==> config.mk <==
export PLATFORM = sky130hd
export DESIGN_NAME = control_arbiter_flat
export DESIGN_NICKNAME = d
export VERILOG_FILES = /design/src/rtl/control_arbiter_if.sv /design/src/rtl/control_arbiter.sv /design/src/flat_wrapper.sv
export SDC_FILE = /design/constraint.sdc
export NUM_CORES = 1
export LEC_CHECK = 0
export ABC_AREA = 1
export BUFFER_PORTS_ARGS = -buffer_cell sky130_fd_sc_hd__buf_2
export CAP_MARGIN = 20
export CORE_MARGIN = 2
export CORE_UTILIZATION = 50
export CTS_BUF_LIST = sky130_fd_sc_hd__clkbuf_16
export DETAILED_ROUTE_END_ITERATION = 6
export PLACE_DENSITY = 0.88
export SYNTH_ARGS = -nofsm -noshare
export SYNTH_HDL_FRONTEND = slang
export SYNTH_SLANG_ARGS = --single-unit
==> constraint.sdc <==
create_clock -name clock -period 2.8 [get_ports clock]
set_clock_uncertainty 0.1 [all_clocks]
set_input_delay 0.14 -clock clock [delete_from_list [all_inputs] [get_ports clock]]
set_output_delay 0.14 -clock clock [all_outputs]
set_load 0.1 [all_outputs]
==> src/rtl/control_arbiter_if.sv <==
// control_arbiter_if: request/acknowledge bundle between the input decoders
// (master side) and the control-bank arbiter (slave side).
interface control_arbiter_if #(
  parameter int NREQ = 3,
  parameter int DW   = 8
);
  logic [NREQ-1:0]    req;
  logic [2*NREQ-1:0]  req_target;
  logic [NREQ*DW-1:0] req_data;
  logic [NREQ-1:0]    ack;
  logic [NREQ-1:0]    nack;

  modport master (output req, output req_target, output req_data,
                  input  ack, input  nack);
  modport slave  (input  req, input  req_target, input  req_data,
                  output ack, output nack);
endinterface

==> src/rtl/control_arbiter.sv <==
// control_arbiter: round-robin arbitration of writes into the f/t/m control
// banks. Each grant runs IDLE -> WRITE -> RELEASE; ack/nack and status are
// registered on the WRITE edge.
// Optional feature: define CTRL_ARB_SHADOW_EN to stage writes in per-bank
// shadow registers that reach the live banks only on a commit strobe.
module control_arbiter #(
  parameter int NREQ = 3,
  parameter int DW   = 8
) (
  input  logic             clock,
  input  logic             reset,
  control_arbiter_if.slave bus,
  input  logic             commit,
  output logic [DW-1:0]    f_controls,
  output logic [DW-1:0]    t_controls,
  output logic [DW-1:0]    m_controls,
  output logic             busy,
  output logic [2:0]       pending,
  output logic [DW+3:0]    status
);

  typedef enum logic [1:0] {IDLE = 2'd0, WRITE = 2'd1, RELEASE = 2'd2} state_t;

  localparam logic [1:0] LAST_ID = 2'(NREQ - 1);

  state_t          state_q, state_d;
  logic [1:0]      rr_ptr;
  logic [1:0]      pick;
  logic            found;
  int              idx;
  logic [1:0]      win_id_p0;
  logic [1:0]      tgt_p0;
  logic [DW-1:0]   dat_p0;
  logic [NREQ-1:0] ack_d, nack_d;
  logic            wr_en;

  // State register; reset drops any transaction in flight.
  always_ff @(posedge clock) begin
    if (!reset) state_q <= IDLE;
    else        state_q <= state_d;
  end

  // Next state, round-robin winner search and the WRITE-cycle responses.
  always_comb begin
    state_d = state_q;
    found   = 1'b0;
    pick    = 2'd0;
    idx     = 0;
    ack_d   = '0;
    nack_d  = '0;
    wr_en   = 1'b0;
    case (state_q)
      IDLE: begin
        for (int k = 0; k < NREQ; k++) begin
          idx = (int'(rr_ptr) + k) % NREQ;
          if (!found && bus.req[idx]) begin
            found = 1'b1;
            pick  = 2'(idx);
          end
        end
        if (found) state_d = WRITE;
      end
      WRITE: begin
        state_d = RELEASE;
        if (tgt_p0 == 2'd3) begin
          nack_d[win_id_p0] = 1'b1;
        end else begin
          ack_d[win_id_p0] = 1'b1;
          wr_en            = 1'b1;
        end
      end
      RELEASE: begin
        if (!bus.req[win_id_p0]) state_d = IDLE;
      end
      default: state_d = IDLE;
    endcase
  end

  // Grant bookkeeping, registered handshake pulses, busy and status.
  always_ff @(posedge clock) begin
    if (!reset) begin
      rr_ptr    <= 2'd0;
      win_id_p0 <= 2'd0;
      tgt_p0    <= 2'd0;
      bus.ack   <= '0;
      bus.nack  <= '0;
      busy      <= 1'b0;
      status    <= '0;
    end else begin
      bus.ack  <= ack_d;
      bus.nack <= nack_d;
      busy     <= (state_d != IDLE);
      if (found) begin
        win_id_p0 <= pick;
        tgt_p0    <= bus.req_target[2*int'(pick) +: 2];
        rr_ptr    <= (pick == LAST_ID) ? 2'd0 : pick + 2'd1;
      end
      if (state_q == WRITE) status <= {win_id_p0, tgt_p0, dat_p0};
    end
  end

  // Winner data capture; only meaningful once a grant has been made.
  always_ff @(posedge clock) begin
    if (found) dat_p0 <= bus.req_data[DW*int'(pick) +: DW];
  end

`ifdef CTRL_ARB_SHADOW_EN
  logic [DW-1:0] f_sh, t_sh, m_sh;

  // Shadow staging: commit publishes pre-edge shadows, a same-edge write stays pending.
  always_ff @(posedge clock) begin
    if (!reset) begin
      f_sh       <= '0;
      t_sh       <= '0;
      m_sh       <= '0;
      f_controls <= '0;
      t_controls <= '0;
      m_controls <= '0;
      pending    <= 3'b000;
    end else begin
      if (commit) begin
        if (pending[0]) f_controls <= f_sh;
        if (pending[1]) t_controls <= t_sh;
        if (pending[2]) m_controls <= m_sh;
        pending <= 3'b000;
      end
      if (wr_en) begin
        case (tgt_p0)
          2'd0:    begin f_sh <= dat_p0; pending[0] <= 1'b1; end
          2'd1:    begin t_sh <= dat_p0; pending[1] <= 1'b1; end
          2'd2:    begin m_sh <= dat_p0; pending[2] <= 1'b1; end
          default: ;
        endcase
      end
    end
  end
`else
  logic unused_commit;
  assign unused_commit = commit;
  assign pending       = 3'b000;

  // Direct writes into the live bank selected by the granted target.
  always_ff @(posedge clock) begin
    if (!reset) begin
      f_controls <= '0;
      t_controls <= '0;
      m_controls <= '0;
    end else if (wr_en) begin
      case (tgt_p0)
        2'd0:    f_controls <= dat_p0;
        2'd1:    t_controls <= dat_p0;
        2'd2:    m_controls <= dat_p0;
        default: ;
      endcase
    end
  end
`endif

endmodule

==> src/flat_wrapper.sv <==
// flat-port wrapper written by rule: the top's interface ports become plain ports
module control_arbiter_flat 
#(
  parameter int NREQ = 3,
  parameter int DW   = 8
)
  (clock, reset, commit, f_controls, t_controls, m_controls, busy, pending, status, bus_req, bus_req_target, bus_req_data, bus_ack, bus_nack);
  control_arbiter_if #(.NREQ(NREQ), .DW(DW)) bus_i ();
  input  logic clock;
  input  logic reset;
  input  logic commit;
  output logic [DW-1:0] f_controls;
  output logic [DW-1:0] t_controls;
  output logic [DW-1:0] m_controls;
  output logic busy;
  output logic [2:0] pending;
  output logic [DW+3:0] status;
  input wire logic [$bits(bus_i.req)-1:0] bus_req;
  input wire logic [$bits(bus_i.req_target)-1:0] bus_req_target;
  input wire logic [$bits(bus_i.req_data)-1:0] bus_req_data;
  output wire logic [$bits(bus_i.ack)-1:0] bus_ack;
  output wire logic [$bits(bus_i.nack)-1:0] bus_nack;
  assign bus_i.req = bus_req;
  assign bus_i.req_target = bus_req_target;
  assign bus_i.req_data = bus_req_data;
  assign bus_ack = bus_i.ack;
  assign bus_nack = bus_i.nack;
  control_arbiter #(.NREQ(NREQ), .DW(DW)) u_core (.clock(clock), .reset(reset), .bus(bus_i), .commit(commit), .f_controls(f_controls), .t_controls(t_controls), .m_controls(m_controls), .busy(busy), .pending(pending), .status(status));
endmodule
* Word level (Yosys, flattened, before mapping)
Cells that the tools add are included.
** Word-level totals
- ROM bits :: 0
- Output and inout port bits :: 46
- Input bits :: 36
- RAM bits :: 0
- Flip-flop bits (word level) :: 59
- Logic and storage cells :: 76
- Memories kept :: 0
- Latch bits :: 0
** Operators by class
- Equality and inequality tests :: 6
- Bitwise operators :: 2
- Multipliers :: 0
- Reduce and logical (&&, ||, !) cells :: 13
- Div/mod/pow operators :: 3
- Add/subtract/negate cells :: 3
- Multiplexer cells :: 30
- Order comparisons :: 5
- Shift-type cells :: 2
** Operators with widths (count)
- less-than comparator 32 x 4 -> 1 bit, second input constant :: 3
- remainder unit 32 x 3 -> 32 bit, second input constant :: 2
- remainder unit 3 x 3 -> 32 bit, second input constant :: 1
- variable part select 24 x 6 -> 8 bit :: 1
- two-way mux 1 bit :: 17
- two-way mux 2 bit :: 7
- binary-select mux 1 bit (select 2 bit) :: 4
- equality test 2 bit, second input constant :: 4
- one-hot mux 2 bit (3 select lines) :: 1
- AND reduction 2 bit :: 3
- variable part select 6 x 4 -> 2 bit :: 1
- equality test 2 x 1 -> 1 bit, second input constant :: 2
- logical NOT 2 bit :: 2
- adder 2 x 1 -> 3 bit, second input constant :: 1
- adder 2 x 2 -> 3 bit, second input constant :: 1
- logical AND 1 bit :: 3
- less-than comparator 2 x 3 -> 1 bit, second input constant :: 1
- AND reduction 3 bit :: 1
- OR reduction 3 bit :: 1
- adder 2 x 1 -> 2 bit, second input constant :: 1
- demux 1 bit (select 2 bit) :: 1
- greater-or-equal comparator 2 x 1 -> 1 bit, second input constant :: 1
- logical NOT 1 bit :: 2
- NOT 1 bit :: 2
- nonzero test 2 bit :: 1

* Longest topological paths before layout
Gate-level depths: netlist of run 1.
- Depth in word-level cells :: 17
- Gate-level depth with buffers :: 14
- Gate-level depth less buffers :: 14

* Worst setup path before layout of run 1
No wires, ideal clock.
- Kind :: reg-to-reg
- Start point :: register u_core.rr_ptr[0]
- End point :: register u_core.dat_p0[0], data pin
- Path slack :: 0.776 ns
- Data required time :: 2.444 ns
- Library setup time :: 0.256 ns
- Buffers on the path :: 1
- Cell stages (with the launch flop) :: 14
- Period minus slack after synthesis :: 2.024 ns
- Arrival time :: 1.668 ns
- Path through :: dfxtp_1 -> inv_1 -> ha_1 -> inv_2 -> nand2_1 -> nand2_1 -> nand2_1 -> nand2_1 -> nand3_2 -> nand3_2 -> nand3_2 -> buf_6 -> o21ai_1 -> o21ai_1
** On the way
- Cells in the longest elaborated chain, start to end :: 15
- Elaborated cells on any way between the ends :: 27
- Classes of those cells :: 2 x add/sub; 3 x div; 1 x shift; 17 x mux; 4 x reduce/logical
** RTL lines
- start: declaration :: RTL line control_arbiter.sv:27 : logic [1:0] rr_ptr;
- start signal: assignment :: RTL line control_arbiter.sv:96 : rr_ptr <= (pick == LAST_ID) ? 2'd0 : pick + 2'd1;
- branches (longest 12 deep; another with remainder unit 32 x 3 -> 32 bit)
- two-way mux 2 bit * :: RTL line control_arbiter.sv:56 : if (!found && bus.req[idx]) begin
- two-way mux 2 bit * :: RTL line control_arbiter.sv:52 : case (state_q)
- variable part select 24 x 6 -> 8 bit * :: RTL line control_arbiter.sv:104 : if (found) dat_p0 <= bus.req_data[DW*int'(pick) +: DW];
- end signal: assignment :: RTL line control_arbiter.sv:104
- end: declaration :: RTL line control_arbiter.sv:33 : logic [DW-1:0] dat_p0;
Every way passes the cells marked *. The select of a mux whose other input is x is not followed.
A chain may end at the register's enable or synchronous reset.

* Worst setup path in the final report of run 1
Same ends and word-level chain as after synthesis.

==> results.py, run 1 <==
metrics = {
    "logic_synthesis": {
        "synth_seq_cells": 59,
        "netlist_instances": 316,
        "syn_area_per_cell_um2": 8.01,
        "synth-seq-area-share": 0.498,
        "syn_area_mm2": 0.00253,
        "asyncSetResetFlopFracSynth": 0,
        "yosys.cell_types.count": 31,
        "ys_warn_count": 0,
        "ys_flop_type": "dfxtp_1",
        "count_of_flip_flops_with_a_built_in_enable_after_synthesis": 8,
    },
    "clock_tree": {
        "cts_inserted_buffers": 9,
        "clock_sinks": 59,
        "cts_hold_buf": 0,
        "cts-root-to-sink-buffers": 2,
        "cts_root_buf": "clkbuf_16",
        "ctsResizeCount": 0,
        "h-tree-depth": 3,
        "post_cts.repair.setup_buffers": 0,
        "cts_tree": "yes",
        "clock_latency_ns": 0.32,
        "clk_pin_slew_worst_paths_ns": 0.05,
    },
    "layout": {
        "antenna_cells": 0,
        "mostFrequentLayoutCell": "nor2_1",
        "postLayoutCoreUtil": 0.666,
        "finish.net_count": 432,
        "post_layout_nonfiller_instances": 465,
        "fillers": 413,
        "design_area_mm2": 0.00321,
        "final_cell_mix": "nor2_1, buf_2, dfxtp_1",
        "area_growth_pct": 26.7,
        "final_layout_size_suffix_gt1_frac": 0.312,
    },
    "die": {
        "die_w_um": 75.2,
        "ios": 82,
        "num_rows": 25,
        "dieHeight_um": 75.2,
        "die_area_mm2": 0.00565,
        "core_mm2": 0.00482,
        "floorplan.initialDensity": 0.525,
    },
    "route": {
        "detail_route.wl_per_cell_um": 12.7,
        "dr.max_layer_used": "met4",
        "wl_met1_um": 2570,
        "drcViolationCount": 0,
        "met2_wirelength_um": 2850,
        "wirelength_um": 5900,
        "total_length_of_routed_met3_wires_um": 362,
        "vias": 2374,
        "routed_via_density": 5.11,
        "antenna_violating_nets_post_route": 0,
        "first_pass_iters": 4,
        "initialDrtViolationCount": 164,
    },
    "placement": {
        "total_placed_cells_including_tap_cells": 450,
        "placement.io_buffers": 77,
        "placedInstanceArea_mm2": 0.00294,
        "dp_hpwl_um": 4190,
        "final_gp_congestion": 0.862,
    },
    "sta": {
        "timing.final.max_slew_violations": 0,
        "maxClockFrequency_ghz": 0.410,
        "tightest_slew_ns": 0.567,
        "timing.final.hold_violations": 0,
        "slew_headroom": 0.622,
        "finalCriticalPeriod_ns": 2.44,
        "period_share": 0.871,
        "rsz0062_at_grt": "no",
        "setup_viol": 0,
        "finalSetupTns_ns": 0,
    },
    "critical_path": {
        "critical_path.max_fanout": 13,
        "worstSetupStartpointType": "flip-flop",
        "criticalPathCategory": "flip-flop to flip-flop",
        "worst-endpoint-required_ns": 2.86,
        "cp_data_arrival_time_ns": 2.50,
        "cp-end-kind": "flip-flop",
    },
    "global_route": {
        "first_global_vias": 2087,
        "aggregate_global_route_resource_usage": 0.218,
        "first_pass_grt_wire_length_um": 9200,
        "maximum_number_of_pins_on_one_net_before_global_route_repair": 42,
        "grt.overflow.total": 0,
        "antenna_found_initial": 0,
    },
    "job": {
        "maxCapViolations": 0,
    },
    "hold_path": {
        "path_category_of_the_worst_min_delay_check": "input pin to flip-flop",
    },
    "run_status": {
        "status": "finished clean",
    },
}
[path summary, 6_finish.rpt]
check                                        end             start  depth (start not counted)  slack, ns
worst max-delay path            u_core.dat_p0[0]  u_core.rr_ptr[0]                         13       0.36
worst min-delay path            u_core.dat_p0[3]  bus_req_data[11]                          3      0.003
worst max register to register  u_core.dat_p0[0]  u_core.rr_ptr[0]                         13       0.36
worst min register to register  u_core.status[8]  u_core.status[8]                          2       0.39
[state kept, by name, indices dropped and copies added (netlist names)]
signal / flops
u_core.bus.ack: 3
u_core.bus.nack: 3
u_core.busy: 1
u_core.dat_p0: 8
u_core.f_controls: 8
u_core.m_controls: 8
u_core.rr_ptr: 2
u_core.state_q: 2
u_core.status: 12
u_core.t_controls: 8
u_core.tgt_p0: 2
u_core.win_id_p0: 2
[metal layers]
layer	vias up	global-route usage
met5	-	0
met1	1081	0.269
met4	0	0.0838
li1	1187	-
met2	96	0.359
met3	10	0.0656
[cells by family after synthesis]
logic type,synth area share
buffers and inverters,0.0697
AOI/OAI and AO/OA,0.167
other,0.00148
DFF,0.498
adders and majority gates,0.00988
and+or+nand+nor,0.254
[synth_stat cells, types with 2 or more instances]
cell | instances | area, um2
a21oi_1 | 7 | 35.0
buf_4 | 3 | 22.5
clkbuf_1 | 7 | 26.3
dfxtp_1 | 51 | 1020
edfxtp_1 | 8 | 240
ha_1 | 2 | 25.0
inv_1 | 20 | 75.1
inv_2 | 6 | 22.5
nand2_1 | 34 | 128
nand2_2 | 2 | 12.5
nand2_4 | 2 | 22.5
nand3_1 | 12 | 60.1
nand3_2 | 4 | 40.0
nand4_1 | 3 | 18.8
nor2_1 | 78 | 293
nor3_1 | 7 | 35.0
nor3_2 | 2 | 20.0
o21ai_0 | 39 | 195
o21ai_1 | 4 | 20.0
o21ai_2 | 14 | 123
[worst max-delay path: stages (launching register included)]
cell,delay (ns)
dfxtp_1,0.37
inv_1,0.07
ha_1,0.38
inv_2,0.12
nand2_1,0.07
nand2_1,0.06
nand2_1,0.07
nand2_1,0.12
nand3_2,0.10
nand3_2,0.09
nand3_2,0.27
inv_2,0.25
nor2_1,0.06
o21ai_1,0.15
[layout make-up]
| type | instances | area (um2) | share of cell area |
|---|---|---|---|
| sequential | 59 | 1260 | 0.393 |
| multi-input combinational | 220 | 1100 | 0.343 |
| timing repair buffer | 78 | 393 | 0.123 |
| clock buffer | 10 | 250 | 0.0780 |
| inverter | 26 | 97.6 | 0.0304 |
| tap | 67 | 83.8 | 0.0261 |
| clock inverter | 5 | 20.0 | 0.00624 |
[through the flow]
| step | setup slack [ns] | hold slack, ns |
|---|---|---|
| final | 0.361 | 0.00318 |
| after global placement | 0.479 | 0.326 |
| after detailed placement | 0.432 | 0.331 |
| after CTS | 0.384 | 0.00236 |
| after floorplan | 0.776 | 0.170 |
| after global routing | 0.137 | 0.0121 |
Power of run 1 is left out: the tool's default activity adds up to more than one toggle a clock period on the data nets, which glitch-free logic cannot reach.
==> inputs of run 2 (changes only) <==
- CORE_ASPECT_RATIO: default -> 0.8
- CORE_MARGIN: 2 -> default
==> results.py, run 2 (synthesized netlist as in run 1, its figures left out) <==
metrics = {
    "clock_tree": {
        "cts-root-to-sink-buffers": 2,
        "cts_tree": "yes",
        "h-tree-depth": 3,
        "post_cts.repair.setup_buffers": 0,
        "cts_inserted_buffers": 9,
        "clk_pin_slew_worst_paths_ns": 0.05,
        "clock_latency_ns": 0.32,
        "cts_root_buf": "clkbuf_16",
        "clock_sinks": 59,
    },
    "global_route": {
        "first_global_vias": 2163,
        "grt.overflow.total": 0,
        "first_pass_grt_wire_length_um": 9920,
        "aggregate_global_route_resource_usage": 0.251,
        "maximum_number_of_pins_on_one_net_before_global_route_repair": 42,
        "antenna_found_initial": 0,
    },
    "sta": {
        "finalSetupTns_ns": 0,
        "tightest_slew_ns": 0.600,
        "setup_viol": 0,
        "rsz0062_at_grt": "no",
        "slew_headroom": 0.600,
        "maxClockFrequency_ghz": 0.410,
        "timing.final.max_slew_violations": 0,
        "finalCriticalPeriod_ns": 2.44,
        "timing.final.hold_violations": 0,
        "period_share": 0.872,
    },
    "critical_path": {
        "worstReg2RegStart": "u_core.rr_ptr[0]",
        "cp-end-kind": "flip-flop",
        "startpoint": "u_core.rr_ptr[0]",
        "worst-endpoint-required_ns": 2.87,
        "criticalPathCategory": "flip-flop to flip-flop",
        "worstSetupStartpointType": "flip-flop",
        "cp_data_arrival_time_ns": 2.51,
        "critical_path.max_fanout": 13,
    },
    "layout": {
        "mostFrequentLayoutCell": "nor2_1",
        "multi_input_area_mm2": 0.00110,
        "design_area_mm2": 0.00321,
        "finish.net_count": 433,
        "largest_register_ff_count": 12,
        "postLayoutCoreUtil": 0.678,
        "final-seq-area_mm2": 0.00126,
        "final_layout_size_suffix_gt1_frac": 0.311,
        "top_register": "u_core.status",
        "fillers": 397,
        "area_growth_pct": 26.9,
        "antenna_cells": 0,
        "final_cell_mix": "nor2_1, buf_2, dfxtp_1",
    },
    "route": {
        "wl_met1_um": 2630,
        "vias": 2434,
        "detail_route.wl_per_cell_um": 13.3,
        "first_pass_iters": 4,
        "drcViolationCount": 0,
        "met2_wirelength_um": 2780,
        "dr.max_layer_used": "met4",
        "initialDrtViolationCount": 165,
        "wirelength_um": 6100,
        "antenna_violating_nets_post_route": 0,
        "routed_via_density": 5.30,
        "total_length_of_routed_met3_wires_um": 600,
    },
    "die": {
        "floorplan.initialDensity": 0.535,
        "ios": 82,
        "num_rows": 22,
        "dieHeight_um": 65.6,
        "die_w_um": 81.6,
        "die_area_mm2": 0.00535,
        "core_mm2": 0.00473,
    },
    "run_status": {
        "status": "finished clean",
    },
    "placement": {
        "placedInstanceArea_mm2": 0.00293,
        "dp_hpwl_um": 4230,
        "placement.io_buffers": 77,
        "final_gp_congestion": 0.853,
    },
    "job": {
        "maxCapViolations": 0,
    },
    "hold_path": {
        "hold_crit_start": "bus_req_data[13]",
        "path_category_of_the_worst_min_delay_check": "input pin to flip-flop",
    },
}
run 2: changes by cell type in the layout (fill, tap and decap cells not counted):
cell and delta:
clkinv_2 -1, clkbuf_16 -1, inv_2 +1, bufinv_16 +1, dlygate4sd3_1 +1
run 2: repair_timing:
item / 4_1_cts / 5_1_grt
hold endpoints to repair: 1 / 0
setup endpoints to repair: 0 / 0
gates resized for setup: 0 / 0
hold buffers: 1 / 0
run 2: stage by stage:
step / setup WS (ns) / hold slack, ns / std cells
finish: 0.359 / 0.00435 / 459
CTS: 0.381 / 0.000996 / 459
global route: 0.195 / 0.00668 / 459
global placement: 0.493 / 0.325 / 443
floorplan: 0.776 / 0.170 / 318
detailed placement: 0.412 / 0.330 / 443
run 2: routing by layer:
| layer | global-route usage | vias to the layer above |
|---|---|---|
| met2 | 0.382 | 121 |
| li1 | - | 1183 |
| met4 | 0.0915 | 0 |
| met3 | 0.0833 | 12 |
| met5 | 0 | - |
| met1 | 0.329 | 1118 |
run 2: critical path, cell delays in order, from the launching register on:
cell and delay (ns):
dfxtp_1 0.34, inv_1 0.05, ha_1 0.37, inv_2 0.13, nand2_1 0.08, nand2_1 0.06, nand2_1 0.08, nand2_1 0.12
nand3_2 0.11, nand3_2 0.09, nand3_2 0.28, inv_2 0.26, nor2_1 0.08, o21ai_2 0.14
run 2: final timing paths:
path	end	slack (ns)	depth (start not counted)
worst max-delay path	u_core.dat_p0[3]	0.36	13
worst min-delay path	u_core.dat_p0[5]	0.004	3
worst max register to register	u_core.dat_p0[3]	0.36	13
worst min register to register	u_core.status[8]	0.41	2
run 2: area by class of cell:
type                            count  area share
Inverter                           26      0.0304
Clock buffer                        9      0.0701
Multi-Input combinational cell    220       0.343
Timing Repair Buffer               79       0.125
Clock inverter                      6      0.0152
Sequential cell                    59       0.393
Tap cell                           60      0.0234
Power of run 2 is left out for the same reason.
==> inputs of run 3 (changes only) <==
- BUFFER_PORTS_ARGS: -buffer_cell sky130_fd_sc_hd__buf_2 -> default
- CORE_MARGIN: default -> 10
- CORE_UTILIZATION: 50 -> 62
- DONT_BUFFER_PORTS: default -> 1
- PLACE_DENSITY: 0.88 -> 0.87
==> results.py, run 3 (synthesized netlist as in run 1, its figures left out) <==
metrics = {
    "critical_path": {
        "cp_data_arrival_time_ns": 3.03,
        "worstReg2RegEnd": "u_core.tgt_p0[1]",
        "rr_worst_depth": 12,
        "worstSetupStartpointType": "flip-flop",
        "critical_path.max_fanout": 14,
        "startpoint": "u_core.rr_ptr[0]",
        "criticalPathCategory": "flip-flop to flip-flop",
        "worst-endpoint-required_ns": 2.97,
        "rrSetupSlack_ns": -0.06,
        "worstReg2RegStart": "u_core.rr_ptr[0]",
        "cp-end-kind": "flip-flop",
    },
    "die": {
        "die_area_mm2": 0.00705,
        "num_rows": 20,
        "ios": 82,
        "core_mm2": 0.00388,
        "die_w_um": 91.4,
        "floorplan.initialDensity": 0.653,
        "dieHeight_um": 77.2,
    },
    "layout": {
        "mostFrequentLayoutCell": "nor2_1",
        "fillers": 187,
        "final_cell_mix": "nor2_1, dfxtp_1, buf_4",
        "design_area_mm2": 0.00341,
        "area_growth_pct": 34.9,
        "largest_register_ff_count": 12,
        "final-seq-area_mm2": 0.00126,
        "multi_input_area_mm2": 0.00112,
        "antenna_cells": 0,
        "final_layout_size_suffix_gt1_frac": 0.230,
        "top_register": "u_core.status",
        "finish.net_count": 426,
    },
    "route": {
        "vias": 2633,
        "wirelength_um": 8880,
        "routed_via_density": 5.90,
        "first_pass_iters": 7,
        "detail_route.wl_per_cell_um": 19.9,
        "initialDrtViolationCount": 365,
        "drcViolationCount": 11,
        "antenna_violating_nets_post_route": 0,
    },
    "global_route": {
        "grt.met1_usage": 0.257,
        "maximum_number_of_pins_on_one_net_before_global_route_repair": 42,
        "use_met3": 0.109,
        "aggregate_global_route_resource_usage": 0.230,
        "grt.overflow.total": 0,
        "first_pass_grt_wire_length_um": 13100,
        "first_global_vias": 2529,
        "antenna_found_initial": 0,
        "top_usage_layer": "met2",
        "met2_usage": 0.372,
    },
    "run_status": {
        "failed_checks": "DRC, setup timing",
        "status": "complete, but fails checks",
    },
    "sta": {
        "tightest_slew_ns": 0.947,
        "setup_viol": 1,
        "maxClockFrequency_ghz": 0.350,
        "finalCriticalPeriod_ns": 2.86,
        "timing.final.hold_violations": 0,
        "timing.final.max_slew_violations": 0,
        "slew_headroom": 0.368,
        "fin_ws_ns": -0.0603,
        "period_share": 1.02,
    },
    "clock_tree": {
        "cts_root_buf": "clkbuf_16",
        "cts-root-to-sink-buffers": 2,
        "cts_tree": "yes",
        "h-tree-depth": 3,
        "clk_pin_slew_worst_paths_ns": 0.05,
        "clock_latency_ns": 0.32,
        "clock_sinks": 59,
        "cts_inserted_buffers": 9,
    },
    "placement": {
        "placedInstanceArea_mm2": 0.00281,
        "detailedPlace.worstSlack_ns": 0.410,
        "final_gp_congestion": 0.826,
        "placement.io_buffers": 0,
        "dp_hpwl_um": 4940,
    },
    "hold_path": {
        "hold_crit_start": "bus_req_data[16]",
        "worst_hold_path.num_cells": 2,
        "hold-path-endpoint": "u_core.dat_p0[0]",
        "path_category_of_the_worst_min_delay_check": "input pin to flip-flop",
    },
    "job": {
        "maxCapViolations": 0,
    },
}
run 3: how the worst max path moves through the flow:
stage | end | slack, ns
6_report | u_core.tgt_p0[1] | -0.06
5_1_grt | u_core.tgt_p0[1] | -0.13
4_1_cts | u_core.tgt_p0[1] | 0.20
3_5_place_dp | u_core.dat_p0[0] | 0.41
3_3_place_gp | u_core.dat_p0[1] | 0.48
2_1_floorplan | u_core.dat_p0[0] | 0.78
run 3: worst max-delay path, stage by stage (launching register included):
cell	delay [ns]
dfxtp_1	0.41
inv_1	0.10
ha_2	0.40
inv_2	0.09
nand2_1	0.13
nand3_1	0.09
nand2_1	0.16
nand2_1	0.14
o21a_4	0.29
o22ai_2	0.17
nand2_1	0.08
dlygate4sd3_1	0.58
nand2_1	0.05
run 3: timing repair:
action | 4_1_cts | 5_1_grt
hold endpoints to repair | 59 | 0
setup buffers | 0 | 5
hold buffers | 29 | 0
endpoints found under the setup margin | 0 | 7
gates resized for setup | 0 | 3
run 3: through the flow:
step           utilization  setup TNS [ns]  hold slack [ns]  std cells
3_5_place_dp         0.724               0            0.153        397
5_1_grt              0.880          -0.128           0.0431        446
6_report             0.880         -0.0603           0.0198        446
2_1_floorplan            -               0            0.170        318
3_3_place_gp         0.724               0            0.152        397
4_1_cts              0.863               0          0.00848        440
run 3: final cells by class:
type,count,share of cell area
Tap cell,55,0.0202
Clock buffer,9,0.0660
Multi-Input combinational cell,220,0.327
Clock inverter,5,0.00696
Timing Repair Buffer,72,0.182
Inverter,26,0.0286
Sequential cell,59,0.369
run 3: layer usage:
| metal | up-vias | wire (um) |
|---|---|---|
| li1 | 1175 | - |
| met1 | 1174 | 3240 |
| met2 | 240 | 4060 |
| met3 | 44 | 1210 |
| met4 | 0 | 362 |
| met5 | - | 0 |
Power of run 3 is left out for the same reason.
